## src/rtl/mem_access_unit.sv

```systemverilog
// Initiator side of the RAM port: turns one CPU load/store request at a time into a RAM cycle,
// waits the RAM read latency, and returns an extended, single-cycle response.
module mem_access_unit #(
  parameter int unsigned RAM_LAT = 1
) (
  input  logic        clk,
  input  logic        rst_n,
  input  logic        req_valid,
  output logic        req_ready,
  input  logic        req_we,
  input  logic [31:0] req_addr,
  input  logic [31:0] req_wdata,
  input  logic [1:0]  req_size,
  input  logic        req_unsigned,
  output logic        rsp_valid,
  output logic [31:0] rsp_rdata,
  output logic        rsp_err,
  output logic [31:0] ram_addr,
  output logic [31:0] ram_wdata,
  output logic [1:0]  ram_mem_sz,
  output logic        ram_we,
  input  logic [31:0] ram_rdata
);

  // Handshake: a request transfers on a rising edge where req_valid && req_ready;
  // req_ready is high only in IDLE, so busy-time requests are simply left waiting.
  typedef enum logic [2:0] {S_IDLE, S_ACCESS, S_WAIT, S_RESP, S_ERR} state_t;

  localparam logic [3:0] LAT_M1 = 4'(RAM_LAT - 1);

  state_t      state_q, state_d;
  logic [3:0]  cnt_q, cnt_d;
  logic [31:0] addr_q, addr_d;
  logic [31:0] wdata_q, wdata_d;
  logic [1:0]  sz_q, sz_d;
  logic        we_q, we_d;
  logic        store_q, store_d;
  logic        uns_q, uns_d;
  logic        misaligned;

  assign misaligned = (req_size == 2'd3) ||
                      ((req_size == 2'd1) && req_addr[0]) ||
                      ((req_size == 2'd2) && (req_addr[1:0] != 2'b00));

  always_ff @(posedge clk or negedge rst_n) begin
    if (!rst_n) begin
      state_q <= S_IDLE;
      cnt_q   <= '0;
      addr_q  <= '0;
      wdata_q <= '0;
      sz_q    <= '0;
      we_q    <= 1'b0;
      store_q <= 1'b0;
      uns_q   <= 1'b0;
    end else begin
      state_q <= state_d;
      cnt_q   <= cnt_d;
      addr_q  <= addr_d;
      wdata_q <= wdata_d;
      sz_q    <= sz_d;
      we_q    <= we_d;
      store_q <= store_d;
      uns_q   <= uns_d;
    end
  end

  // The write strobe defaults low so it is high only for the single ACCESS cycle.
  always_comb begin
    state_d = state_q;
    cnt_d   = cnt_q;
    addr_d  = addr_q;
    wdata_d = wdata_q;
    sz_d    = sz_q;
    we_d    = 1'b0;
    store_d = store_q;
    uns_d   = uns_q;
    case (state_q)
      S_IDLE: begin
        if (req_valid) begin
          if (misaligned) begin
            state_d = S_ERR;
          end else begin
            addr_d  = req_addr;
            wdata_d = req_wdata;
            sz_d    = req_size;
            we_d    = req_we;
            store_d = req_we;
            uns_d   = req_unsigned;
            state_d = S_ACCESS;
          end
        end
      end
      S_ACCESS: begin
        cnt_d   = LAT_M1;
        state_d = (RAM_LAT > 1) ? S_WAIT : S_RESP;
      end
      S_WAIT: begin
        cnt_d = cnt_q - 4'd1;
        if (cnt_q <= 4'd1) state_d = S_RESP;
      end
      S_RESP:  state_d = S_IDLE;
      S_ERR:   state_d = S_IDLE;
      default: state_d = S_IDLE;
    endcase
  end

  assign req_ready  = (state_q == S_IDLE);
  assign rsp_valid  = (state_q == S_RESP) || (state_q == S_ERR);
  assign rsp_err    = (state_q == S_ERR);
  assign ram_addr   = addr_q;
  assign ram_wdata  = wdata_q;
  assign ram_mem_sz = sz_q;
  assign ram_we     = we_q;

  // RAM data is valid in the RESP cycle itself, so extension is combinational there.
  always_comb begin
    rsp_rdata = '0;
    if ((state_q == S_RESP) && !store_q) begin
      case (sz_q)
        2'd0:    rsp_rdata = {{24{~uns_q & ram_rdata[7]}}, ram_rdata[7:0]};
        2'd1:    rsp_rdata = {{16{~uns_q & ram_rdata[15]}}, ram_rdata[15:0]};
        default: rsp_rdata = ram_rdata;
      endcase
    end
  end

endmodule

```

## config.mk

```make
export PLATFORM = sky130hd
export DESIGN_NAME = mem_access_unit
export DESIGN_NICKNAME = d
export VERILOG_FILES = /design/src/rtl/mem_access_unit.sv
export SDC_FILE = /design/constraint.sdc
export NUM_CORES = 1
export LEC_CHECK = 0
export ABC_CLOCK_PERIOD_IN_PS = 4190
export CORE_ASPECT_RATIO = 0.7
export CORE_MARGIN = 10
export CORE_UTILIZATION = 41
export CTS_CLUSTER_DIAMETER = 40
export DETAILED_ROUTE_END_ITERATION = 10
export PLACE_DENSITY = 0.9
export SLEW_MARGIN = 20
export SYNTH_ARGS = -nofsm -noshare
export SYNTH_HDL_FRONTEND = slang
export SYNTH_SLANG_ARGS = --single-unit
```

## constraint.sdc

```tcl
create_clock -name clk -period 4.19 [get_ports clk]
set_clock_uncertainty 0.05 [all_clocks]
set_input_delay 0.838 -clock clk [delete_from_list [all_inputs] [get_ports clk]]
set_output_delay 0.838 -clock clk [all_outputs]
set_load 0.01 [all_outputs]
```

# Word-level counts from Yosys, hierarchy flattened
# Index checks and enable logic that the tools add are counted.
word_totals:
  register_bits: 76
  latch_bits: 0
  ramBits: 0
  romBits: 0
  inputBits: 103
  out_inout_bits: 102
  wordCells: 47
  n_memories: 0
classes:
  add_sub_neg: 1
  multipliers: 0
  div: 0
  n_lt_le_gt_ge: 1
  eq_ne: 10
  shifts: 0
  muxes: 10
  n_bitwise: 4
  reduce_logical: 13
ops:
  columns: ["cell", "n"]
  rows:
  - ["case mux 32 bit (2 select lines)", 1]
  - ["two-way mux 32 bit", 1]
  - ["two-way mux 3 bit", 3]
  - ["case mux 3 bit (3 select lines)", 1]
  - ["case mux 4 bit (2 select lines)", 1]
  - ["equality test 3 x 2 -> 1 bit (second input constant)", 2]
  - ["equality test 2 x 1 -> 1 bit (second input constant)", 2]
  - ["equality test 2 bit (second input constant)", 2]
  - ["less-or-equal comparator 4 x 1 -> 1 bit (second input constant)", 1]
  - ["!= test 2 bit (second input constant)", 2]
  - ["nonzero test 2 bit", 2]
  - ["subtractor 4 x 1 -> 4 bit (second input constant)", 1]
  - ["equality test 3 x 1 -> 1 bit (second input constant)", 1]
  - ["equality test 3 bit (second input constant)", 1]
  - ["logical AND 1 bit", 3]
  - ["logical NOT 3 bit", 1]
  - ["logical OR 1 bit", 3]
  - ["two-way mux 1 bit", 3]
  - ["AND reduction 3 bit", 1]
  - ["AND 1 bit", 2]
  - ["logical NOT 2 bit", 1]
  - ["inverter 1 bit", 2]
  - ["AND reduction 2 bit", 1]
  - ["logical NOT 1 bit", 1]

# Logic depth before layout (Yosys ltp)
# Gate-level depths: netlist of run 1.
logic_depth:
  word_depth: 7
  depth_mapped: 6
  depth_no_buf: 5

# Least setup slack after synthesis of run 1
# No wires, ideal clock.
synth_path:
  path_kind: "in2out"
  from: "in ram_rdata[15]"
  to: "out rsp_rdata[21]"
  arrival_time_ns: 1.768
  required_time_ns: 3.302
  setup_slack_ns: 1.534
  cell_stages: 4
  n_path_buf: 1
  cell_sequence: "mux2_2 > a21oi_1 > buf_2 > nor3_1"
synth_via:
  elab_chain_len: 3
synth_lines:
  columns: ["item", "line_no", "source"]
  rows:
  - ["from (decl)", "22", "input logic [31:0] ram_rdata"]
  - ["AND 1 bit", "121", "2'd1: rsp_rdata = {{16{~uns_q & ram_rdata[15]}}, ram_rdata[15:0]};"]
  - ["case mux 32 bit (2 select lines)", "119", "case (sz_q)"]
  - ["two-way mux 32 bit", "118", "if ((state_q == S_RESP) && !store_q) begin"]
  - ["to (decl)", "16", "output logic [31:0] rsp_rdata,"]
# Every way passes these cells.

# Final worst setup path of run 1
layout_path:
  from: "reg state_q[0]"
  to: "out rsp_rdata[19]"
layout_via:
  elab_chain_len: 3
layout_lines:
  columns: ["item", "line_no", "source"]
  rows:
  - ["from (decl)", "31", "state_t state_q, state_d;"]
  - ["from (signal assigned)", "56", "state_q <= state_d;"]
  - ["equality test 3 x 2 -> 1 bit", "118", null]
  - ["logical AND 1 bit", "118", null]
  - ["two-way mux 32 bit", "118", null]
# Every way passes these cells.

==> metrics.csv, run 1 <==
metric;value;unit
die_y;96.6;um
synthCells;268;
pwr-share-seq;33.4;%
rsz0062_at_grt;no;
synth-seq-area-share;55.3;%
viasPerCell;5.02;
hold_viol_final;0;
synth_xor_area_share;0;%
power.net_switching;0.00129;W
coreArea;8010;um^2
multiInputGateArea;1410;um^2
cp.required;3.30;ns
cts-htree-levels;3;
peakVddDrop;379;uV
start_util;43.0;%
drive_above_1_share;18.8;%
crit_type;reg2out;
cp_slowest_cell;dfrtp_1;
gr-total-overflow;0;
cap_violations;0;
p_leak;2.43;nW
p_sw_share;31.3;%
ys_ff_latch;76;
cts_hold_buf;0;
yosys.area_share.simple;10.5;%
synth.area.top_cells;dfrtp_1, mux2_2, mux2_4, nor2b_1, nor3_1;
gp_congestion;0.917;
worstSetupStartpointType;register;
critPathMaxStageDelay;0.66;ns
layout.nets;573;
hold_slack;0.454;ns
hpwlAfterDp;9.17;mm
synthAdderAreaFrac;0.727;%
hold_class;reg2reg;
layout_common_cells;clkdlybuf4s50_1, dfrtp_1, mux2_2;
cts_tree;yes;
regArea;1900;um^2
gr-usage-all-layers;17.9;%
crit_path_cell_trace;nand2_1 > or3_1 > nor3_1 > clkdlybuf4s50_1;
syn_nets;373;
cp_max_fo;24;
post-route-period-util;85.2;%
synth_mux_area_share;23.9;%
p_per_area;700;nW/um^2
vias;2883;
synth_cell_types;30;
synth_top_area_share;55.3;%
drv_slew;0;
max_slew_margin;37.1;%
antenna_found_initial;0;
row_count;27;
setup_tns;0;ns
ant_nets;0;
syn_to_final_growth;70.4;%
io_pins;205;
synth_compound_area_share;5.67;%
drc;0;
numCtsBuffers;9;
synth_top_family_by_area;multiplexers;
grt_max_degree;77;
die_x;129;um
clk_path_buf_depth;2;
syn_avg_cell_area;12.8;um^2
root_buffer;clkbuf_16;
drt-pass1-iter-count;4;
status;finished, final reports clean;
grt_pass1_vias;3043;
p_comb_share;46.3;%
syn-cell-area;3440;um^2
io_buffers;204;
cts.repair.resized;0;
rrSetupSlack;2.20;ns
avgRoutedWirePerCell;20.1;um
final_util;73.2;%
layout_commonest_cell;clkdlybuf4s50_1;
drt_iter0_markers;147;
fillers;559;
clockPowerShare;20.3;%
yosysWarnings;0;
setup_violations;0;
cts.sinks;76;
max_freq;280;MHz
period_needed;3.57;ns
clk_pin_slew;0.05;ns
die_area;12500;um^2
routed_wl;11.5;mm
clk_latency;0.32;ns
critPathArrivalTime;2.68;ns
internal-power;0.00282;W
post_cts_buffers;0;
n_antenna_cell;0;
grt_pass1_wl;17.6;mm
post-synth-top-area-cell;dfrtp_1;
tightest_slew;0.943;ns
endpoint_kind;output port;
[routing by layer]
layer,wire length (um),global-route usage [%]
met2,6070,31.5
met4,132,4.28
met3,1110,8.38
met1,4210,18.9
met5,0,0
[cells by family (layout without fill, tap and decap cells)]
kind of cell             after synthesis  after routing
multiplexers                          70             70
flip-flops                            76             76
AO/OA/AOI/OAI                         35             35
buffers and inverters                 24            229
AND/OR/NAND/NOR                       61             61
adder cells (fa/ha/maj)                2              2
[synth_stat cells]
library cell,instances
nor3_2,1
nor2b_1,17
mux2_2,60
mux2i_1,1
nor3_1,20
buf_2,6
dfrtp_1,76
or2b_1,1
nand3_1,3
a211o_1,1
nor4b_1,2
nor3_4,1
a21oi_1,13
o211ai_2,1
a22oi_1,1
clkbuf_2,1
nor2_1,2
nand2_1,3
inv_1,7
mux2_4,9
clkbuf_1,5
and2_1,9
a31oi_1,1
buf_6,5
a21o_1,1
nor3b_1,1
o211ai_1,1
ha_1,2
o21ai_0,16
or3_1,1
[power groups by stage]
stage / sequential [W] / clock, W / combinational (W)
floorplan: 0.00145 / 0 / 0.000756
global placement: 0.00134 / 0 / 0.00187
detailed placement: 0.00139 / 0 / 0.00192
CTS: 0.00138 / 0.000852 / 0.00193
global route: 0.00143 / 0.000886 / 0.00203
finish: 0.00137 / 0.000833 / 0.00190
[worst paths after layout]
check | start | to | cells after the start
worst max-delay path | state_q[0] | rsp_rdata[19] | 4
worst min-delay path | ram_addr[7] | ram_addr[7] | 1
worst max register to register | state_q[0] | ram_addr[16] | 4
worst min register to register | ram_addr[7] | ram_addr[7] | 1
max in group asynchronous | rst_n | ram_wdata[30] | 1
min in group asynchronous | rst_n | ram_wdata[10] | 1
[flip-flops by register name, indices dropped and copies added (netlist names)]
name	count
cnt_q	4
ram_addr	32
ram_mem_sz	2
ram_wdata	32
ram_we	1
state_q	3
store_q	1
uns_q	1
[stage by stage]
| step | instance area [um^2] | cells | setup slack (ns) | total power, W |
|---|---|---|---|---|
| final | 5860 | 574 | 0.620 | 0.00410 |
| after detailed placement | 5530 | 558 | 0.680 | 0.00330 |
| after CTS | 5860 | 574 | 0.595 | 0.00416 |
| after floorplan | 3440 | 268 | 1.53 | 0.00221 |
| after global placement | 5530 | 558 | 0.778 | 0.00321 |
| after global routing | 5860 | 574 | 0.434 | 0.00435 |
[area by class of cell]
| type | count | share of cell area, % |
|---|---|---|
| Tap cell | 101 | 2.16 |
| Inverter | 7 | 0.448 |
| Timing Repair Buffer | 206 | 35.3 |
| Sequential cell | 76 | 32.4 |
| Multi-Input combinational cell | 168 | 24.1 |
| Clock buffer | 13 | 4.44 |
| Clock inverter | 3 | 1.17 |
[critical path: cells and delay by family, from the launching register on]
kind	cells	cell delay, ns
AND/OR/NAND/NOR	3	1.09
flip-flops	1	0.66
buffers and inverters	1	0.60
Note: power is estimated with default switching activity, not from simulation.
==> inputs of run 2 (changes only) <==
--- a/config.mk
+++ b/config.mk
@@ -12,6 +12,7 @@
 export CTS_CLUSTER_DIAMETER = 40
 export DETAILED_ROUTE_END_ITERATION = 10
 export PLACE_DENSITY = 0.9
+export SKIP_CTS_REPAIR_TIMING = 1
 export SLEW_MARGIN = 20
 export SYNTH_ARGS = -nofsm -noshare
 export SYNTH_HDL_FRONTEND = slang
==> results of run 2 <==
The final DEF is identical to that of run 1; final timing and power are the same.
==> inputs of run 3 (changes only) <==
--- a/config.mk
+++ b/config.mk
@@ -12,6 +12,7 @@
 export CTS_CLUSTER_DIAMETER = 40
 export DETAILED_ROUTE_END_ITERATION = 10
 export PLACE_DENSITY = 0.9
+export RECOVER_POWER = 100
 export SKIP_CTS_REPAIR_TIMING = 1
 export SLEW_MARGIN = 20
 export SYNTH_ARGS = -nofsm -noshare
==> metrics.csv, run 3 (synthesized netlist as in run 1, its figures left out) <==
metric;value;unit
io_buffers;204;
top_usage_layer;met2;
crit_start;ram_rdata[7];
status;finished, violations left;
io_pins;205;
routed_wl;11.5;mm
syn_to_final_growth;68.4;%
gr-usage-all-layers;17.9;%
worstHoldStart;ram_wdata[15];
hpwlAfterDp;9.17;mm
die_y;96.6;um
post-route-period-util;85.4;%
drive_above_1_share;16.3;%
layout_commonest_cell;clkdlybuf4s50_1;
hold_depth;1;
start_util;43.0;%
tightest_slew;1.84;ns
die_area;12500;um^2
grt_pass1_vias;3043;
root_buffer;clkbuf_16;
coreArea;8010;um^2
cts-htree-levels;3;
ant_nets;0;
p_per_area;671;nW/um^2
rsz0062_at_grt;no;
drt_iter0_markers;122;
clk_path_buf_depth;2;
cp.required;3.30;ns
hold_viol_final;0;
clk_latency;0.32;ns
max_slew_margin;-22.4;%
cap_violations;2;
crit_type;in2out;
cts.sinks;76;
cts_tree;yes;
layout.nets;573;
grt_max_degree;77;
critPathArrivalTime;2.69;ns
die_x;129;um
drc;0;
layout_common_cells;clkdlybuf4s50_1, dlygate4sd3_1, dfrtp_1;
gp_congestion;0.917;
cp_max_fo;16;
antenna_found_initial;0;
violations;capacitance limit, slew limit;
grt_pass1_wl;17.6;mm
vias;2880;
use_met3;8.38;%
worstSetupStartpointType;input port;
endpoint_kind;output port;
r2r.worst_path.cells;4;
n_antenna_cell;0;
power.net_switching;0.00125;W
gr-total-overflow;0;
internal-power;0.00264;W
drt-pass1-iter-count;4;
setup_tns;0;ns
p_sw_share;32.2;%
fillers;568;
p_comb_share;43.9;%
clockPowerShare;21.4;%
hold_class;reg2reg;
avgRoutedWirePerCell;20.0;um
clk_pin_slew;0.05;ns
timing.rr.start;state_q[0];
setup_ws;0.612;ns
row_count;27;
viasPerCell;5.02;
grt_util_met1;18.9;%
period_needed;3.58;ns
pwr-share-seq;34.7;%
peakVddDrop;368;uV
pre_cts_ws;0.680;ns
max_freq;280;MHz
numCtsBuffers;9;
p_leak;2.50;nW
setup_violations;0;
gr-usage-met2;31.5;%
drv_slew;93;
-- run 3: through the flow --
step / utilization, % / hold slack (ns) / power [W] / cells / area, um^2
2_1_floorplan: - / 0.429 / 0.00221 / 268 / 3440
6_report: 72.4 / 0.437 / 0.00389 / 574 / 5800
5_1_grt: 72.4 / 0.454 / 0.00413 / 574 / 5800
3_5_place_dp: 69.1 / 0.443 / 0.00330 / 558 / 5530
3_3_place_gp: 69.1 / 0.438 / 0.00321 / 558 / 5530
4_1_cts: 73.2 / 0.455 / 0.00416 / 574 / 5860
-- run 3: layer usage --
layer	share of wire [%]	vias to the layer above
li1	-	1342
met4	1.2	0
met1	36	1412
met3	10	13
met2	53	113
met5	0	-
-- run 3: area by class of cell --
class,count,area [um^2],share of cell area (%)
flip-flops and latches,76,1900,32.8
repair buffers,206,2060,35.6
inverters,7,26.3,0.453
well taps,101,126,2.18
clock inverters,3,68.8,1.19
multi-input cells,168,1350,23.3
clock buffers,13,260,4.49
-- run 3: final timing paths --
kind | endpoint | slack [ns]
worst max-delay path | rsp_rdata[19] | 0.61
worst min-delay path | ram_wdata[15] | 0.44
worst max register to register | ram_wdata[14] | 1.59
worst min register to register | ram_wdata[15] | 0.44
max in group asynchronous | cnt_q[2] | 2.04
min in group asynchronous | ram_addr[14] | 0.96
-- run 3: power by group through the flow --
stage	clock network, W	registers [W]	logic (W)
finish	0.000833	0.00135	0.00171
global route	0.000886	0.00140	0.00184
CTS	0.000852	0.00138	0.00193
detailed placement	0	0.00139	0.00192
global placement	0	0.00134	0.00187
floorplan	0	0.00145	0.000756
-- run 3: critical path: stages --
cell             delay [ns]
clkdlybuf4s50_1        0.45
mux2_2                 0.28
a21oi_1                0.14
buf_4                  0.24
nor3_1                 0.08
dlygate4sd3_1          0.66
